## src/rtl/fifo_pkg.sv

```systemverilog
// Shared definitions for the fifo_ext family: request-mode constants,
// the per-cycle operation decode and the count-width helper.
package fifo_pkg;

  localparam int LEVEL_MODE = 0;
  localparam int EDGE_MODE  = 1;

  // Outcome of one cycle's flush/push/drop decision
  typedef enum logic [2:0] {
    OP_IDLE,
    OP_FLUSH,
    OP_PUSH,
    OP_DROP,
    OP_BOTH,
    OP_PUSH_UNF,
    OP_UNF,
    OP_OVF
  } fifo_op_e;

  // Count must hold 0..depth inclusive
  function automatic int cnt_width(input int depth);
    return $clog2(depth) + 1;
  endfunction

endpackage

```

## src/rtl/fifo_edge_det.sv

```systemverilog
// Rising-edge detector: one flop of delay, pulse is combinational so no
// latency is added to the request.
module fifo_edge_det (
  input  logic clk,
  input  logic rst,
  input  logic level,
  output logic pulse
);

  logic level_d;

  // Delayed copy of the level input, cleared by reset
  always_ff @(posedge clk or negedge rst) begin
    if (!rst) level_d <= 1'b0;
    else      level_d <= level;
  end

  assign pulse = level & ~level_d;

endmodule

```

## src/rtl/fifo_ext.sv

```systemverilog
// Circular FIFO with arbitrary depth, optional edge-sensitive requests,
// thresholds, sticky error flags, synchronous flush and optional
// registered output.
module fifo_ext #(
  parameter  int DATA_WIDTH = 32,
  parameter  int FIFO_DEPTH = 64,
  parameter  int EDGE_MODE  = 0,
  parameter  int REG_OUT    = 0,
  localparam int CW         = fifo_pkg::cnt_width(FIFO_DEPTH)
) (
  input  logic                  clk,
  input  logic                  rst,
  input  logic [DATA_WIDTH-1:0] data_i,
  input  logic                  push,
  output logic [DATA_WIDTH-1:0] data_o,
  input  logic                  drop,
  input  logic                  flush,
  input  logic                  clear_err,
  input  logic [CW-1:0]         afull_th,
  input  logic [CW-1:0]         aempty_th,
  output logic                  fifo_empty,
  output logic                  fifo_full,
  output logic                  almost_full,
  output logic                  almost_empty,
  output logic [CW-1:0]         awaiting_count,
  output logic                  overflow,
  output logic                  underflow
);

  localparam int PW = $clog2(FIFO_DEPTH);

  typedef logic [PW-1:0] ptr_t;

  logic [DATA_WIDTH-1:0] mem [FIFO_DEPTH];
  ptr_t                  wr_ptr, rd_ptr, wr_inc, rd_inc;
  logic [CW-1:0]         count;
  logic                  p, d;
  fifo_pkg::fifo_op_e    op;
  logic                  wr_en, rd_en, set_ovf, set_unf;

  // Explicit wrap so non-power-of-two depths work
  function automatic ptr_t ptr_next(input ptr_t ptr);
    return (ptr == PW'(FIFO_DEPTH - 1)) ? '0 : ptr + 1'b1;
  endfunction

  if (EDGE_MODE == fifo_pkg::EDGE_MODE) begin : g_edge
    fifo_edge_det u_push_det (.clk(clk), .rst(rst), .level(push), .pulse(p));
    fifo_edge_det u_drop_det (.clk(clk), .rst(rst), .level(drop), .pulse(d));
  end else begin : g_level
    assign p = push;
    assign d = drop;
  end

  assign wr_inc     = ptr_next(wr_ptr);
  assign rd_inc     = ptr_next(rd_ptr);
  assign fifo_empty = (count == '0);
  assign fifo_full  = (count == CW'(FIFO_DEPTH));

  // Per-cycle decision; flush dominates, then empty/full corner cases
  always_comb begin
    op = fifo_pkg::OP_IDLE;
    if (flush) begin
      op = fifo_pkg::OP_FLUSH;
    end else if (fifo_empty) begin
      if (p && d)  op = fifo_pkg::OP_PUSH_UNF;
      else if (d)  op = fifo_pkg::OP_UNF;
      else if (p)  op = fifo_pkg::OP_PUSH;
    end else if (fifo_full) begin
      if (p && d)  op = fifo_pkg::OP_BOTH;
      else if (p)  op = fifo_pkg::OP_OVF;
      else if (d)  op = fifo_pkg::OP_DROP;
    end else begin
      if (p && d)  op = fifo_pkg::OP_BOTH;
      else if (p)  op = fifo_pkg::OP_PUSH;
      else if (d)  op = fifo_pkg::OP_DROP;
    end
  end

  assign wr_en   = op inside {fifo_pkg::OP_PUSH, fifo_pkg::OP_BOTH, fifo_pkg::OP_PUSH_UNF};
  assign rd_en   = op inside {fifo_pkg::OP_DROP, fifo_pkg::OP_BOTH};
  assign set_ovf = (op == fifo_pkg::OP_OVF);
  assign set_unf = op inside {fifo_pkg::OP_UNF, fifo_pkg::OP_PUSH_UNF};

  // Pointers and occupancy
  always_ff @(posedge clk or negedge rst) begin
    if (!rst) begin
      wr_ptr <= '0;
      rd_ptr <= '0;
      count  <= '0;
    end else if (op == fifo_pkg::OP_FLUSH) begin
      wr_ptr <= '0;
      rd_ptr <= '0;
      count  <= '0;
    end else begin
      if (wr_en) wr_ptr <= wr_inc;
      if (rd_en) rd_ptr <= rd_inc;
      case ({wr_en, rd_en})
        2'b10:   count <= count + 1'b1;
        2'b01:   count <= count - 1'b1;
        default: count <= count;
      endcase
    end
  end

  // Sticky error flags; a new error wins over a coincident clear
  always_ff @(posedge clk or negedge rst) begin
    if (!rst) begin
      overflow  <= 1'b0;
      underflow <= 1'b0;
    end else begin
      overflow  <= set_ovf | (overflow  & ~clear_err);
      underflow <= set_unf | (underflow & ~clear_err);
    end
  end

  // Storage array, no reset
  always_ff @(posedge clk) begin
    if (wr_en) mem[wr_ptr] <= data_i;
  end

  assign almost_full    = (count >= afull_th);
  assign almost_empty   = (count <= aempty_th);
  assign awaiting_count = count;

  if (REG_OUT != 0) begin : g_reg_out
    logic [DATA_WIDTH-1:0] data_q;

    // Output flop preloads the head the combinational path would show next:
    // incoming data when it becomes the head, else the entry after read_ptr.
    always_ff @(posedge clk or negedge rst) begin
      if (!rst)
        data_q <= '0;
      else if (op == fifo_pkg::OP_FLUSH)
        data_q <= '0;
      else if (wr_en && (fifo_empty || (rd_en && count == CW'(1))))
        data_q <= data_i;
      else if (rd_en && count >= CW'(2))
        data_q <= mem[rd_inc];
    end

    assign data_o = data_q;
  end else begin : g_comb_out
    assign data_o = mem[rd_ptr];
  end

endmodule

```

## config.mk

```make
export PLATFORM = sky130hd
export DESIGN_NAME = fifo_ext
export DESIGN_NICKNAME = d
export VERILOG_FILES = /design/src/rtl/fifo_pkg.sv /design/src/rtl/fifo_edge_det.sv /design/src/rtl/fifo_ext.sv
export SDC_FILE = /design/constraint.sdc
export NUM_CORES = 2
export LEC_CHECK = 0
export CORE_UTILIZATION = 50
export CTS_CLUSTER_DIAMETER = 40
export CTS_CLUSTER_SIZE = 10
export DETAILED_ROUTE_END_ITERATION = 8
export GPL_ROUTABILITY_DRIVEN = 0
export PLACE_DENSITY = 0.74
export SYNTH_ARGS = -nofsm -noshare
export SYNTH_HDL_FRONTEND = slang
export SYNTH_SLANG_ARGS = --single-unit
export TNS_END_PERCENT = 30
```

## constraint.sdc

```tcl
create_clock -name clk -period 7.7 [get_ports clk]
set_input_delay 1.54 -clock clk [delete_from_list [all_inputs] [get_ports clk]]
set_output_delay 1.54 -clock clk [all_outputs]
set_load 0.01 [all_outputs]
```

# After elaboration in Yosys (flattened, before gate mapping)
# Memory sizes are Yosys's and may differ from the RTL's.
# Index checks and enable logic that the tools add are counted.
# Widths: inputs -> output; s select.
[totals]
register_bits = 21
latch_bits = 0
ram_bits = 2048
mem_bits_ro = 0
inputBits = 52
wordCells = 58
n_memories = 1
[classes]
n_addsub = 4
n_mul = 0
n_div = 0
magnitude_cmp = 2
n_eq_ne = 12
shift = 0
muxes = 21
bitwise = 5
n_reduce_logical = 8
[mem_list]
columns = ["memory", "depth", "word_bits", "rd", "rd_ports_with_merged_regs", "wr", "line_no", "text"]
rows = [
  ["mem", 64, 32, 1, 0, 1, "fifo_ext.sv:34", "logic [DATA_WIDTH-1:0] mem [FIFO_DEPTH];"],
]
[ops]
columns = ["cell", "count"]
rows = [
  ["$mux 6", 6],
  ["$mux 3", 9],
  ["$pmux 7 s2", 1],
  ["$add 6x1->6 const B", 2],
  ["$eq 3x3->1 const B", 4],
  ["$eq 6x6->1 const B", 2],
  ["$reduce_bool 2->1", 4],
  ["$add 7x1->7 const B", 1],
  ["$eq 7x7->1 const B", 1],
  ["$ge 7x7->1", 1],
  ["$le 7x7->1", 1],
  ["$logic_not 7->1", 1],
  ["$mux 7", 1],
  ["$sub 7x1->7 const B", 1],
  ["$eq 3x2->1 const B", 2],
  ["$reduce_bool 3->1", 2],
  ["$mux 2", 2],
  ["$eq 3x1->1 const B", 1],
  ["$and 1x1->1", 2],
  ["$eq 2x1->1 const B", 1],
  ["$eq 2x2->1 const B", 1],
  ["$mux 1", 2],
  ["$or 1x1->1", 2],
  ["$logic_and 1x1->1", 1],
  ["$not 1->1", 1],
]

# Depth between registers and ports, before layout
[logic_depth]
word_depth = 11
depth_mapped = 12

# Worst setup path after synthesis
# Ideal clock, no wire load.
[synth_path]
path_type = "input port to flip-flop"
start = "input push"
end = "memory mem[33][0], enable pin"
t_arrival_ps = 5168
path_slack_ps = 2071
path_stages = 7
cell_sequence = "ha_1 or2_2 a2111oi_2 o21ai_2 o21ai_2 nand4_1 nor3_1"
[synth_between]
elab_chain_cells = 9
elab_cells_between_ends = 17
classes_between = "eq/ne (3); mux (12); reduce/logical (2)"
[synth_rtl]
columns = ["item", "line_no", "text"]
rows = [
  ["start: declaration", "fifo_ext.sv:14", "input logic push,"],
  ["$mux 3 (tied with other cells)", "fifo_ext.sv:74", "else if (p) op = fifo_pkg::OP_PUSH;"],
  ["$mux 3 (on tied branches)", "fifo_ext.sv:73, fifo_ext.sv:66, fifo_ext.sv:69", ""],
  ["$mux 3 (on tied branches)", "fifo_ext.sv:68, fifo_ext.sv:65", ""],
  ["$mux 3 (*)", "fifo_ext.sv:64", "end else if (fifo_empty) begin"],
  ["$mux 3 (*)", "fifo_ext.sv:62", "if (flush) begin"],
  ["$eq 3x2->1 or $eq 3x3->1 (tied branches)", "fifo_ext.sv:79", "assign wr_en = op inside {fifo_pkg::OP_PUSH, fifo_pkg::OP_BOTH, fifo_pkg::OP_PUSH_UNF};"],
  ["$reduce_bool 3->1 (*)", "fifo_ext.sv:79", ""],
  ["$mux 1 (*)", "fifo_ext.sv:118", "if (wr_en) mem[wr_ptr] <= data_i;"],
  ["$mux 1 (not written as such) (*)", "fifo_ext.sv:118", ""],
  ["end: declaration", "fifo_ext.sv:34", ""],
]
# Mark *: on every way between the ends. The rest lies on a longest branch, timed or not.

# Worst setup path after layout
[layout_path]
start = "register rd_ptr[0]"
end = "output data_o[19]"
[layout_between]
elab_chain_cells = 1
[layout_rtl]
columns = ["item", "line_no", "text"]
rows = [
  ["start: declaration", "fifo_ext.sv:35", "ptr_t wr_ptr, rd_ptr, wr_inc, rd_inc;"],
  ["start signal: assignment", "fifo_ext.sv:96", "if (rd_en) rd_ptr <= rd_inc;"],
  ["$mem_v2 64x32", "-", ""],
  ["end: declaration", "fifo_ext.sv:15", "output logic [DATA_WIDTH-1:0] data_o,"],
]
# No other way between the ends.

==> metrics <==
status complete, no violations; Req. time, crit path 6160 ps; share of post-route cells with drive strength above 1 31.81%; post-route antenna net violation count 0; most numerous cell in the Yosys netlist edfxtp_1; setup TNS 0 ps; Pins Over Slew Limit 0; final worst-path cycle share 84.87%; P_leak 0.02769 uW; core area 0.1582 mm^2; final net count 3,665; dominant cell type by area after synthesis edfxtp_1; Slew headroom under 10%; post-DR vias/cell about 6.5; worst-path maximum fanout 35; final wirelength 192,700 um; clock skew 46.24 ps; Commonest cells post-synth edfxtp_1, mux4_2, clkbuf_1; Row Count 146; worst skew pair latency a little under 900 ps; Slew @ Worst Pin 1358 ps; Die ar. 0.1607 mm^2; Port Buf Inserts 96; initial DRC count 5,045; setup bufs post-CTS 0; detailed-placement wirelength estimate 106,500 um; number of setup violations in the final report 0; first-pass GRT wire length 280,200 um; via count between 30,000 and 40,000; largest cells by area after synthesis edfxtp_1, mux4_2, dfrtp_1; RSZ-0062 raised after global routing false; Starting Density between 50% and 60%; global route overflow 0; Post-synth EDFFs 2,048; global-route usage over all layers 24.30%; # clock sinks 2,069; CTS hold repair buffers 0; vias in the first global route 38,595; IO Count 97; Remaining DRCs 0; YS warnings 0; Syn Area/Cell 24.15 um^2; placed cell areas 0.08368 mm^2; Final Critical Period 6535 ps; crit path capture type output port; Worst IR Drop VDD 0.2804 mV; Layout area overhead 14.85%; largest net degree at the start of global routing between 70 and 80; Synth cell types 55; post-synthesis net count between 3,000 and 4,000; initial antenna violation count 10; die boundary height ~400 um; Hold WC Path Type reg -> reg; fmax 153.0 MHz; wire per inst 33.52 um; Fillers 10,840; Clock Root Buffer clkbuf_16; number of CTS-inserted buffers between 200 and 300; Post-Synthesis Cells 3,294; post-cts resize count 0; Die X 400.9 um; Crit Path Class reg -> out; FF+latch count, synth around 2,100; Seq/Total Area, Yosys between 70 and 80%; R2R setup slack 3240 ps; Reg area 0.06204 mm^2; fin area between 0.09 and 0.1 mm^2; Max clock buf depth 4; CP Launch Type flip-flop; clock-pin transition on the worst setup and hold timing paths approximately 50 ps; Hold Vio Cnt, Final 0; Power Dens Cells 305.5 mW/mm^2; Synth Cell Area 0.07956 mm^2; H-tree depth 5; FFs w/ async S/R, synth 1.015%; most used flip-flop cell after synthesis edfxtp_1; post-synth top area share 77.30%; arrival time at the worst endpoint 4990 ps; DR pass1 iterations 6; max cap viols 0; area of the multi-input gates 0.01721 mm^2; final core occ 57.76%; CTS tree built
layer usage:
layer  track usage [%]  vias up  share of wire, %
li1                  -    14794                 -
met1             33.28    20035                38
met2             39.00     2202                49
met3             5.025      399               9.1
met4             8.920       14               3.6
met5                 0        -             0.043
cells in the final DEF, fill, tap and decap left out, types with 11 or more instances in the layout:
| cell type | instances |
|---|---|
| ha_1 | 20 |
| o21ai_0 | 13 |
| nor2_4 | 61 |
| a21oi_1 | 24 |
| inv_1 | 25 |
| buf_12 | 16 |
| clkdlybuf4s50_1 | 64 |
| clkbuf_16 | 283 |
| edfxtp_1 | 2048 |
| nand3_1 | 14 |
| clkbuf_1 | 27 |
| nand2_1 | 52 |
| dfrtp_1 | 17 |
| mux2i_1 | 11 |
| buf_2 | 32 |
| mux4_2 | 634 |
| clkinv_1 | 15 |
| buf_4 | 84 |
| a22oi_1 | 43 |
| o22ai_1 | 23 |
| nor2_1 | 21 |
where the power goes:
group | leakage, uW | internal (uW) | switching (uW)
Clock | 0.00376 | 6850 | 4350
Sequential | 0.0187 | 12500 | 142
Combinational | 0.00525 | 1960 | 2140
Total | 0.0277 | 21300 | 6640
area by class of cell:
cell class / count / share of cell area, %
Sequential cell: 2069 / 67.90
Multi-Input combinational cell: 1027 / 18.83
Clock buffer: 311 / 7.876
Tap cell: 2072 / 2.837
Timing Repair Buffer: 196 / 1.917
Clock inverter: 47 / 0.5395
Inverter: 25 / 0.1027
Antenna cell: 1 / 0.002739
worst max-delay path, stage by stage (launching register included):
cell             delay [ps]
dfrtp_4                1020
buf_12                  310
mux4_2                  560
mux4_2                  570
a22oi_1                 630
nand2_1                 350
clkdlybuf4s50_1         570
final timing paths:
path,from,to,depth (start not counted)
max in group asynchronous,rst,rd_ptr[0],2
worst min-delay path,underflow,underflow,2
worst min register to register,underflow,underflow,2
worst max register to register,awaiting_count[1],mem[10][22],6
min in group asynchronous,rst,underflow,2
worst max-delay path,rd_ptr[0],data_o[19],6
stage by stage:
| step | hold WS [ps] | setup slack (ps) | total power [uW] | cells |
|---|---|---|---|---|
| after floorplan | 557.7 | 2071 | 15390 | 3294 |
| after global placement | 532.7 | 1776 | 16890 | 5389 |
| after detailed placement | 541.0 | 1719 | 16930 | 5389 |
| after CTS | 548.1 | 1095 | 28070 | 5747 |
| after global routing | 573.4 | 1104 | 28640 | 5747 |
| final | 545.4 | 1165 | 27920 | 5748 |
logic make-up (layout without fill, tap and decap cells):
| logic type | count (synthesis) | count (layout) | share of synthesized area [%] |
|---|---|---|---|
| flip-flops | 2069 | 2069 | 77.96 |
| multiplexers | 647 | 647 | 18.11 |
| AND/OR/NAND/NOR | 202 | 202 | 1.167 |
| buffers and inverters | 198 | 579 | 1.030 |
| AO/OA/AOI/OAI | 155 | 155 | 1.384 |
| adder cells (fa/ha/maj) | 20 | 20 | 0.3145 |
| XOR/XNOR | 3 | 3 | 0.03303 |
| other | 0 | 1 | 0 |
state kept, by name, summed over array words and instances (netlist names):
signal / count
rd_ptr: 6
wr_ptr: 6
awaiting_count: 7
overflow: 1
mem: 2048
underflow: 1
Note: power is estimated with default switching activity, not from simulation.
